<file path="src/rtl/host_loader_pkg.sv">
// Shared constants for the host loader: host opcodes, core cmd encodings and FSM states.
package host_loader_pkg;

  localparam logic [2:0] OP_NOP      = 3'd0;
  localparam logic [2:0] OP_SET_ADDR = 3'd1;
  localparam logic [2:0] OP_WR_I     = 3'd2;
  localparam logic [2:0] OP_WR_D     = 3'd3;
  localparam logic [2:0] OP_RD_D     = 3'd4;
  localparam logic [2:0] OP_RD_REG   = 3'd5;
  localparam logic [2:0] OP_RUN      = 3'd6;
  localparam logic [2:0] OP_HALT     = 3'd7;

  localparam logic [1:0] CMD_REG_RD = 2'b00;
  localparam logic [1:0] CMD_IWR    = 2'b01;
  localparam logic [1:0] CMD_DRD    = 2'b10;
  localparam logic [1:0] CMD_DWR    = 2'b11;

  typedef enum logic [1:0] {
    ST_IDLE = 2'd0,
    ST_EXEC = 2'd1,
    ST_WAIT = 2'd2,
    ST_RESP = 2'd3
  } state_e;

endpackage

</file>
<file path="src/rtl/host_loader.sv">
// Host command sequencer in front of the core's external cmd port; loads caches, reads back
// D_Cache/RegFile and owns the core reset. One command in flight, one response per command.
module host_loader
  import host_loader_pkg::*;
#(
  parameter int unsigned RD_LAT  = 1,
  parameter logic [31:0] PTR_RST = 32'h0
) (
  input  logic        clk,
  input  logic        reset,
  input  logic        h_valid,
  output logic        h_ready,
  input  logic [2:0]  h_op,
  input  logic [31:0] h_data,
  output logic        r_valid,
  input  logic        r_ready,
  output logic [31:0] r_data,
  output logic        r_err,
  output logic        cpu_reset,
  output logic [1:0]  cmd,
  output logic [31:0] addr_in,
  output logic [31:0] data_in,
  input  logic [31:0] data_out,
  output state_e      dbg_state
);

  // Handshakes: a command transfers on a rising edge where h_valid && h_ready;
  // a response transfers on a rising edge where r_valid && r_ready. Neither side may
  // withdraw valid before the transfer, and r_data/r_err stay stable while r_valid is high.

  localparam logic [1:0]  LAST_WAIT = 2'(RD_LAT - 1);
  localparam logic [31:0] PTR_INIT  = {PTR_RST[31:2], 2'b00};

  state_e      state, state_nxt;
  logic [2:0]  op_q, op_nxt;
  logic [31:0] data_q, data_nxt;
  logic [31:0] ptr, ptr_nxt;
  logic [1:0]  wait_cnt, cnt_nxt;
  logic        h_ready_nxt, r_valid_nxt, r_err_nxt, cpu_reset_nxt;
  logic [31:0] r_data_nxt, addr_nxt, din_nxt;
  logic [1:0]  cmd_nxt;

  assign dbg_state = state;

  always_ff @(posedge clk or negedge reset) begin
    if (!reset) state <= ST_IDLE;
    else        state <= state_nxt;
  end

  always_comb begin
    state_nxt     = state;
    op_nxt        = op_q;
    data_nxt      = data_q;
    ptr_nxt       = ptr;
    cnt_nxt       = wait_cnt;
    r_valid_nxt   = r_valid;
    r_data_nxt    = r_data;
    r_err_nxt     = r_err;
    cpu_reset_nxt = cpu_reset;
    cmd_nxt       = cmd;
    addr_nxt      = addr_in;
    din_nxt       = data_in;
    unique case (state)
      ST_IDLE: begin
        if (h_valid) begin
          state_nxt  = ST_EXEC;
          op_nxt     = h_op;
          data_nxt   = h_data;
          r_data_nxt = '0;
          r_err_nxt  = 1'b0;
          // The core port is set up on the accept edge so it is live for the whole EXEC cycle.
          unique case (h_op)
            OP_WR_I, OP_WR_D: begin
              if (cpu_reset) begin
                cmd_nxt  = (h_op == OP_WR_I) ? CMD_IWR : CMD_DWR;
                addr_nxt = ptr;
                din_nxt  = h_data;
              end else begin
                r_err_nxt = 1'b1;
              end
            end
            OP_RD_D: begin
              cmd_nxt  = CMD_DRD;
              addr_nxt = ptr;
            end
            OP_RD_REG: begin
              cmd_nxt  = CMD_REG_RD;
              addr_nxt = {27'b0, h_data[4:0]};
            end
            default: ;
          endcase
        end
      end
      ST_EXEC: begin
        state_nxt   = ST_RESP;
        r_valid_nxt = 1'b1;
        unique case (op_q)
          OP_SET_ADDR: ptr_nxt = {data_q[31:2], 2'b00};
          OP_WR_I, OP_WR_D: begin
            cmd_nxt = CMD_REG_RD;
            if (!r_err) ptr_nxt = ptr + 32'd4;
          end
          OP_RD_D, OP_RD_REG: begin
            state_nxt   = ST_WAIT;
            r_valid_nxt = 1'b0;
            cnt_nxt     = '0;
          end
          OP_RUN:  cpu_reset_nxt = 1'b0;
          OP_HALT: cpu_reset_nxt = 1'b1;
          default: ;
        endcase
      end
      ST_WAIT: begin
        if (wait_cnt == LAST_WAIT) begin
          state_nxt   = ST_RESP;
          r_valid_nxt = 1'b1;
          r_data_nxt  = data_out;
          if (op_q == OP_RD_D) ptr_nxt = ptr + 32'd4;
        end else begin
          cnt_nxt = wait_cnt + 2'd1;
        end
      end
      ST_RESP: begin
        if (r_ready) begin
          state_nxt   = ST_IDLE;
          r_valid_nxt = 1'b0;
          cmd_nxt     = CMD_REG_RD;
        end
      end
      default: state_nxt = ST_IDLE;
    endcase
    h_ready_nxt = (state_nxt == ST_IDLE);
  end

  always_ff @(posedge clk or negedge reset) begin
    if (!reset) begin
      op_q      <= OP_NOP;
      data_q    <= '0;
      ptr       <= PTR_INIT;
      wait_cnt  <= '0;
      h_ready   <= 1'b1;
      r_valid   <= 1'b0;
      r_data    <= '0;
      r_err     <= 1'b0;
      cpu_reset <= 1'b1;
      cmd       <= CMD_REG_RD;
      addr_in   <= '0;
      data_in   <= '0;
    end else begin
      op_q      <= op_nxt;
      data_q    <= data_nxt;
      ptr       <= ptr_nxt;
      wait_cnt  <= cnt_nxt;
      h_ready   <= h_ready_nxt;
      r_valid   <= r_valid_nxt;
      r_data    <= r_data_nxt;
      r_err     <= r_err_nxt;
      cpu_reset <= cpu_reset_nxt;
      cmd       <= cmd_nxt;
      addr_in   <= addr_nxt;
      data_in   <= din_nxt;
    end
  end

endmodule
</file>
<file path="config.mk">
export PLATFORM = sky130hd
export DESIGN_NAME = host_loader
export DESIGN_NICKNAME = d
export VERILOG_FILES = /design/src/rtl/host_loader_pkg.sv /design/src/rtl/host_loader.sv
export SDC_FILE = /design/constraint.sdc
export NUM_CORES = 1
export LEC_CHECK = 0
export CORE_ASPECT_RATIO = 1.2
export CORE_MARGIN = 2
export CORE_UTILIZATION = 50
export CTS_CLUSTER_DIAMETER = 30
export DETAILED_ROUTE_END_ITERATION = 6
export MAX_ROUTING_LAYER = met4
export PLACE_DENSITY = 0.8
export SYNTH_ARGS = -nofsm -noshare
export SYNTH_HDL_FRONTEND = slang
export SYNTH_SLANG_ARGS = --single-unit
export TNS_END_PERCENT = 1
</file>
<file path="constraint.sdc">
create_clock -name clk -period 2.5 [get_ports clk]
set_input_delay 0.5 -clock clk [delete_from_list [all_inputs] [get_ports clk]]
set_output_delay 0.5 -clock clk [all_outputs]
set_load 0.03 [all_outputs]
</file>
# ---- After elaboration in Yosys (flattened, before gate mapping)
# Index checks and enable logic that the tools add are counted.
dict set report word_totals {
  input_bits 71
  wordCells 94
  out_inout_bits 104
  ff_bits 173
}
dict set report classes {
  n_reduce_logical 21
  addsub 2
  n_eq_ne 26
  muxes 32
}
# op n
set ops {}
lappend ops {{$mux 32} 6}
lappend ops {{$pmux 32 s2} 3}
lappend ops {{$pmux 32 s3} 1}
lappend ops {{$add 32x3->32 const B} 1}
lappend ops {{$mux 2} 10}
lappend ops {{$eq 3x3->1 const B} 6}
lappend ops {{$ne 2x2->1 const B} 7}
lappend ops {{$eq 3x2->1 const B} 4}
lappend ops {{$pmux 2 s3} 2}
lappend ops {{$reduce_and 3->1} 3}
lappend ops {{$reduce_bool 3->1} 3}
lappend ops {{$pmux 2 s4} 1}
lappend ops {{$reduce_and 4->1} 2}
lappend ops {{$logic_not 2->1} 3}
lappend ops {{$mux 1} 6}
lappend ops {{$ne 3x3->1 const B} 2}
lappend ops {{$reduce_and 6->1} 1}
lappend ops {{$reduce_bool 2->1} 3}
lappend ops {{$reduce_or 2->1} 3}
lappend ops {{$reduce_and 5->1} 1}
lappend ops {{$eq 2x2->1 const B} 2}
lappend ops {{$ne 4x1->1 const B} 1}
lappend ops {{$pmux 2 s2} 1}
lappend ops {{$reduce_and 2->1} 2}
lappend ops {{7 further kinds} 7}

# ---- Logic depth before layout (Yosys ltp)
# Gate-level depths: netlist of run 1.
dict set report logic_depth {
  ltp_word 6
  depth_mapped 9
}

# ---- Worst setup path before layout of run 1
# Ideal clock, no wire load.
dict set report synth_path {
  kind {register to register}
  start {register state[0], in the netlist dbg_state[0]}
  end {register data_q[10]}
  slack_ns 0.484
  required_time_ns 2.375
  stages_incl_launch_ff 7
  arrival_time_ns 1.891
  setup_ns 0.125
  synth_period_minus_slack_ns 2.016
  path_cell_list {dfrtp_1 inv_1 ha_1 nand2_1 clkbuf_1 buf_2 mux2_2}
}
dict set report synth_between {
  elab_chain_len 2
}
# element line
set synth_rtl {}
lappend synth_rtl {{start: declaration} host_loader.sv:34} ;# state_e state, state_nxt;
lappend synth_rtl {{start signal: assignment} host_loader.sv:47} ;# else state <= state_nxt;
lappend synth_rtl {{$logic_not 2->1} host_loader.sv:63} ;# unique case (state)
lappend synth_rtl {{$reduce_and 2->1 (no source line)} n/a}
lappend synth_rtl {{end signal: assignment} host_loader.sv:151} ;# data_q <= data_nxt;
lappend synth_rtl {{end: declaration} host_loader.sv:36} ;# logic [31:0] data_q, data_nxt;
# No other way between the ends.
# A chain may end at the register's enable or synchronous reset.

# ---- Final worst setup path of run 1
dict set report layout_path {
  start {register cpu_reset}
  end {output cpu_reset}
}
# element line
set layout_rtl {}
lappend layout_rtl {{start: declaration} host_loader.sv:19} ;# output logic cpu_reset,
lappend layout_rtl {{start signal: assignment} host_loader.sv:158} ;# cpu_reset <= cpu_reset_nxt;
# No word-level cell between the ends.

==> impl_metrics.tcl, run 1 <==
set metrics [dict create \
    fin_hold_ws_ns 0.000265 \
    syn_avg_cell_area_sq_um 10.5 \
    dr_wl_met3_microns 1240 \
    critical-path-top-delay-family "buffers and inverters" \
    synth-edff-count 0 \
    grt_usage_pct 25.0 \
    grt_overflow 0 \
    drive_above_1_share_pct 15.2 \
    max-cap-violations 0 \
    worstSkewPairLatency_ns 0.43 \
    tightest_slew_ns 0.512 \
    core_sq_mm 0.0149 \
    cts_tree "built" \
    crit_fanout 4 \
    drtIter0Drc 319 \
    period_share_pct 87.8 \
    viasPerCell 5.46 \
    arrival_ns 1.70 \
    start_util_pct 50.7 \
    ys.flop_type "dfrtp_1" \
    synthTopCellsByArea "dfrtp_1 55%, mux2_2 10%, nand2_1 7.5%" \
    synth_nets 800 \
    io_buffers 174 \
    criticalPathCategory "reg -> out" \
    power_frac_comb_pct 48.5 \
    worst_setup_path_start_kind "flop" \
    post-cts-setup-buffer-count 0 \
    gp_congestion 0.868 \
    h-tree-depth 4 \
    path_buf_inv 1 \
    synth_seq_cells 169 \
    fin_area_sq_mm 0.0102 \
    finClkSkew_ns 0.00943 \
    dieHeight_microns 139 \
    p_sw_w 0.00607 \
    grt_max_degree 65 \
    synth_seq_area_share_pct 56.0 \
    finalSetupTns_ns 0 \
    wire_per_inst_microns 16.7 \
    r2r_slack_ns 0.41 \
    switching_share_pct 40.8 \
    cp.required_ns 2.00 \
    ys_warn_count 0 \
    syn_area_sq_mm 0.00756 \
    first_global_vias 6018 \
    multi_input_area_sq_mm 0.00310 \
    outcome "complete, but fails checks" \
    fillers 1161 \
    synthCells 722 \
    drc_errors 5 \
    slew-limit-headroom_pct 65.9 \
    leakagePower_nw 4.60 \
    setup_violations 0 \
    place_hpwl_microns 12800 \
    layout_common_cells "173 x clkdlybuf4s50_1, 167 x dfrtp_1, 151 x nand2_1" \
    slowest_stage "clkdlybuf4s50_1" \
    ant_nets 0 \
    cts_buffers 17 \
    wl_met2_microns 8900 \
    topRoutingLayerUsed "met4" \
    ctsHoldBuffers 0 \
    rows 49 \
    max_clock_freq_mhz 455 \
    n_antenna_cell 0 \
    clk_path_buf_depth 2 \
    powerDensity_mw_per_mm2 1460 \
    violations "DRC" \
    grt_pass1_wl_microns 30600 \
    rsz0062_at_grt "no" \
    place_area_sq_mm 0.00958 \
    via_count 6041 \
    grt_antenna_before_repair 0 \
    internal-power_w 0.00879 \
    cts_sinks 169 \
    crit_cells 1 \
    clockPowerShare_pct 18.0 \
    r2r_end "ptr[22]" \
    timing.rr.start "ptr[2]" \
    clock-root-buffer "clkbuf_16" \
    end_kind "output pin" \
    drt-total-wl_microns 18400 \
    met1Wirelength_microns 7930 \
    async_flop_share_pct 100 \
    clk_pin_slew_ns 0.06 \
    ff_latch_area_sq_mm 0.00423 \
    hp-class "in -> async" \
    firstDrtPassIters 7 \
    die_area_sq_mm 0.0161 \
    crit_path_cell_trace "clkdlybuf4s50_1" \
    total_power_w 0.0149 \
    final-max-slew-violation-count 0 \
    ff2ff_path_depth 6 \
    layout.nets 967 \
    power_frac_seq_pct 33.4 \
    die_x_microns 116 \
    ir_worst_vdd_v 0.000731 \
    area_growth_pct 34.8 \
    final_common_cell "clkdlybuf4s50_1" \
    finalHoldViolCount 0 \
    period_minus_slack_ns 2.20 \
    max_stage_delay_ns 0.70 \
    synth_cell_types 57 \
    synth_top_cell_by_area "dfrtp_1" \
    cts_resized 0 \
    io_pins 175 \
    synth_top_area_share_pct 55.3 \
]
kinds of logic (layout without fill, tap and decap cells):
logic type | count (synthesis) | in the layout | synth area share (%)
fa+ha+maj | 7 | 7 | 1.16
compound gates | 142 | 142 | 12.0
mux | 73 | 73 | 10.8
buf+inv | 54 | 234 | 3.25
flops | 169 | 169 | 56.0
simple gates | 277 | 277 | 16.8
state kept, by name (all words and copies together), names as in the netlist:
signal	count
addr_in	32
data_in	32
r_data	32
data_q	30
ptr	30
op_q	3
cmd	2
dbg_state	2
wait_cnt	2
cpu_reset	1
h_ready	1
r_err	1
r_valid	1
through the flow:
stage / instances / setup slack (ns) / util (%)
floorplan: 722 / 0.484 / -
global placement: 1074 / 0.327 / 64.3
detailed placement: 1074 / 0.281 / 64.3
CTS: 1106 / 0.289 / 68.4
global route: 1106 / 0.271 / 68.4
finish: 1106 / 0.304 / 68.4
synth_stat cells (5+ instances only):
cell       count
and3_1        10
a21oi_1       29
nor2_1        29
inv_1          7
o22a_1         7
clkbuf_1      21
mux2_2        70
o21ai_0       49
nand2_1      151
a2bb2oi_1     10
a31oi_1        5
nor2b_1        6
buf_2         20
o22ai_1        7
nand3_1       49
nand2b_1       7
a41oi_1        5
dfrtp_1      167
ha_1           7
layer usage:
metal	vias to the layer above	track usage [%]
met3	31	6.56
met2	246	37.9
li1	2867	-
met5	-	-
met4	0	7.77
met1	2897	33.2
worst register-to-register path: cells and delay by family (launching register included):
kind | cells | cell delay [ns]
simple gates | 3 | 0.91
flops | 1 | 0.45
compound gates | 2 | 0.39
fa+ha+maj | 1 | 0.26
power by group through the flow:
stage	Sequential, W	Clock (W)	Combinational (W)
4_1_cts	0.00496	0.00272	0.00723
6_report	0.00497	0.00268	0.00721
5_1_grt	0.00514	0.00284	0.00781
3_5_place_dp	0.00498	0	0.00716
2_1_floorplan	0.00613	0	0.00334
3_3_place_gp	0.00495	0	0.00702
area by class of cell:
| class | instances | share of cell area [%] |
|---|---|---|
| clock buffers | 25 | 4.77 |
| clock inverters | 7 | 1.13 |
| inverters | 7 | 0.258 |
| multi-input cells | 499 | 30.4 |
| flip-flops and latches | 169 | 41.5 |
| well taps | 204 | 2.51 |
| repair buffers | 195 | 19.4 |
worst max-delay path by stage:
stage                       startpoint    endpoint  slack, ns
final                        cpu_reset   cpu_reset       0.30
after CTS                    cpu_reset   cpu_reset       0.29
after global placement         h_valid  data_in[7]       0.33
after detailed placement       h_valid  data_in[7]       0.28
after global routing         cpu_reset   cpu_reset       0.27
after floorplan           dbg_state[0]  data_q[10]       0.48
(Power assumes the default switching activity.)
==> run 2: changes to the inputs <==
--- a/config.mk
+++ b/config.mk
@@ -7,11 +7,12 @@
 export LEC_CHECK = 0
 export CORE_ASPECT_RATIO = 1.2
 export CORE_MARGIN = 2
-export CORE_UTILIZATION = 50
+export CORE_UTILIZATION = 54
 export CTS_CLUSTER_DIAMETER = 30
 export DETAILED_ROUTE_END_ITERATION = 6
+export GPL_ROUTABILITY_DRIVEN = 1
 export MAX_ROUTING_LAYER = met4
-export PLACE_DENSITY = 0.8
+export PLACE_DENSITY = 0.85
 export SYNTH_ARGS = -nofsm -noshare
 export SYNTH_HDL_FRONTEND = slang
 export SYNTH_SLANG_ARGS = --single-unit
==> constraint.sdc (replaced) <==
create_clock -name clk -period 2.84 [get_ports clk]
set_input_delay 0.568 -clock clk [delete_from_list [all_inputs] [get_ports clk]]
set_output_delay 0.568 -clock clk [all_outputs]
set_load 0.03 [all_outputs]
==> impl_metrics.tcl, run 2 (synthesis results as in run 1) <==
set metrics [dict create \
    io_buffers 174 \
    clock-root-buffer "clkbuf_16" \
    grt_antenna_before_repair 0 \
    wire_per_inst_microns 16.9 \
    setup_violations 0 \
    final_common_cell "clkdlybuf4s50_1" \
    critical-path-top-delay-family "simple AND/OR/NAND/NOR gates" \
    tightest_slew_ns 0.944 \
    ff2ff_path_depth 6 \
    finClkSkew_ns 0.00890 \
    slowest_stage "and3_1" \
    worst_setup_path_start_kind "flop" \
    grt_usage_pct 25.7 \
    max-cap-violations 0 \
    r2r_end "ptr[9]" \
    ant_nets 0 \
    drc_errors 0 \
    rows 47 \
    clk_pin_slew_ns 0.07 \
    first_global_vias 5902 \
    die_area_sq_mm 0.0150 \
    final-max-slew-violation-count 0 \
    viasPerCell 5.61 \
    start_util_pct 54.9 \
    path_buf_inv 1 \
    n_antenna_cell 0 \
    cts_resized 0 \
    finalHoldViolCount 0 \
    cts_sinks 169 \
    h-tree-depth 4 \
    hp-class "in -> async" \
    ir_worst_vdd_v 0.000730 \
    period_minus_slack_ns 2.29 \
    finalSetupTns_ns 0 \
    drtIter0Drc 417 \
    clk_path_buf_depth 2 \
    grt_max_degree 65 \
    gp_congestion 0.868 \
    r2r_slack_ns 0.55 \
    leakagePower_nw 4.54 \
    max_clock_freq_mhz 436 \
    via_count 5975 \
    timing.rr.start "dbg_state[0]" \
    place_hpwl_microns 12300 \
    ctsHoldBuffers 0 \
    dp.cells 1033 \
    drive_above_1_share_pct 14.9 \
    crit_top_cell "a21oi_1" \
    reg_top3 "addr_in x32, data_in x32, r_data x32" \
    outcome "completed" \
    drt-total-wl_microns 18000 \
    criticalPathCategory "reg -> reg" \
    cp.required_ns 3.19 \
    core_sq_mm 0.0138 \
    fin_cells 1065 \
    grt_overflow 0 \
    io_pins 175 \
    die_x_microns 112 \
    max_stage_delay_ns 0.80 \
    firstDrtPassIters 5 \
    period_share_pct 80.8 \
    worstSkewPairLatency_ns 0.43 \
    grt_pass1_wl_microns 30000 \
    layout.nets 959 \
    powerDensity_mw_per_mm2 1280 \
    layout_common_cells "173 x clkdlybuf4s50_1, 167 x dfrtp_1, 151 x nand2_1" \
    slew-limit-headroom_pct 37.0 \
    dieHeight_microns 134 \
    crit_path_cell_trace "inv_1 -> ha_1 -> o21ai_1 -> and3_1 -> a21oi_1 -> a21oi_1" \
    cts_buffers 17 \
    end_kind "flop" \
    rsz0062_at_grt "no" \
    arrival_ns 2.64 \
    crit_cells 6 \
    crit_fanout 23 \
    cts_tree "built" \
    area_growth_pct 32.8 \
    post-cts-setup-buffer-count 0 \
]
run 2: cell types whose count changed in the layout (fill, tap and decap cells not counted), sizes merged:
cell	before	now
clkinvlp	2	4
inv	7	12
bufinv	3	1
clkinv	2	3
buf	22	14
clkbuf	25	19
run 2: where the power goes:
group	leakage (nW)	internal, W	switching [W]
registers	2.12	0.00353	0.000837
clock network	0.267	0.00124	0.000975
logic	2.15	0.00266	0.00357
run 2: routing by layer:
layer	up-vias	wire length, microns	global-route usage [%]
met1	2846	7690	34.9
met3	19	1410	6.46
met2	251	8720	39.8
met4	0	189	6.03
met5	-	0	-
li1	2859	-	-
run 2: worst max path at each step:
stage / from / to / slack [ns]
after detailed placement: h_op[2] / addr_in[3] / 0.54
after global routing: dbg_state[0] / ptr[31] / 0.36
after global placement: h_op[2] / addr_in[1] / 0.62
final: dbg_state[0] / ptr[9] / 0.55
after CTS: dbg_state[0] / ptr[31] / 0.55
after floorplan: dbg_state[0] / data_q[10] / 0.82
run 2: cell type report:
type	count	area (sq um)
Fill cell	972	3730
Inverter	7	26.3
Tap cell	171	214
Clock buffer	19	443
Clock inverter	13	119
Sequential cell	169	4230
Multi-Input combinational cell	499	3100
Timing Repair Buffer	187	1900
run 2: per-stage QoR:
stage	area, sq um	power (W)	hold slack (ns)	utilization, %	worst slack, ns
final	10000	0.0128	0.104	72.9	0.546
after global routing	10000	0.0136	0.170	72.9	0.357
after CTS	10000	0.0128	0.148	72.9	0.554
after detailed placement	9470	0.0106	0.456	68.8	0.543
after global placement	9470	0.0104	0.449	68.8	0.624
after floorplan	7560	0.00834	0.272	-	0.824
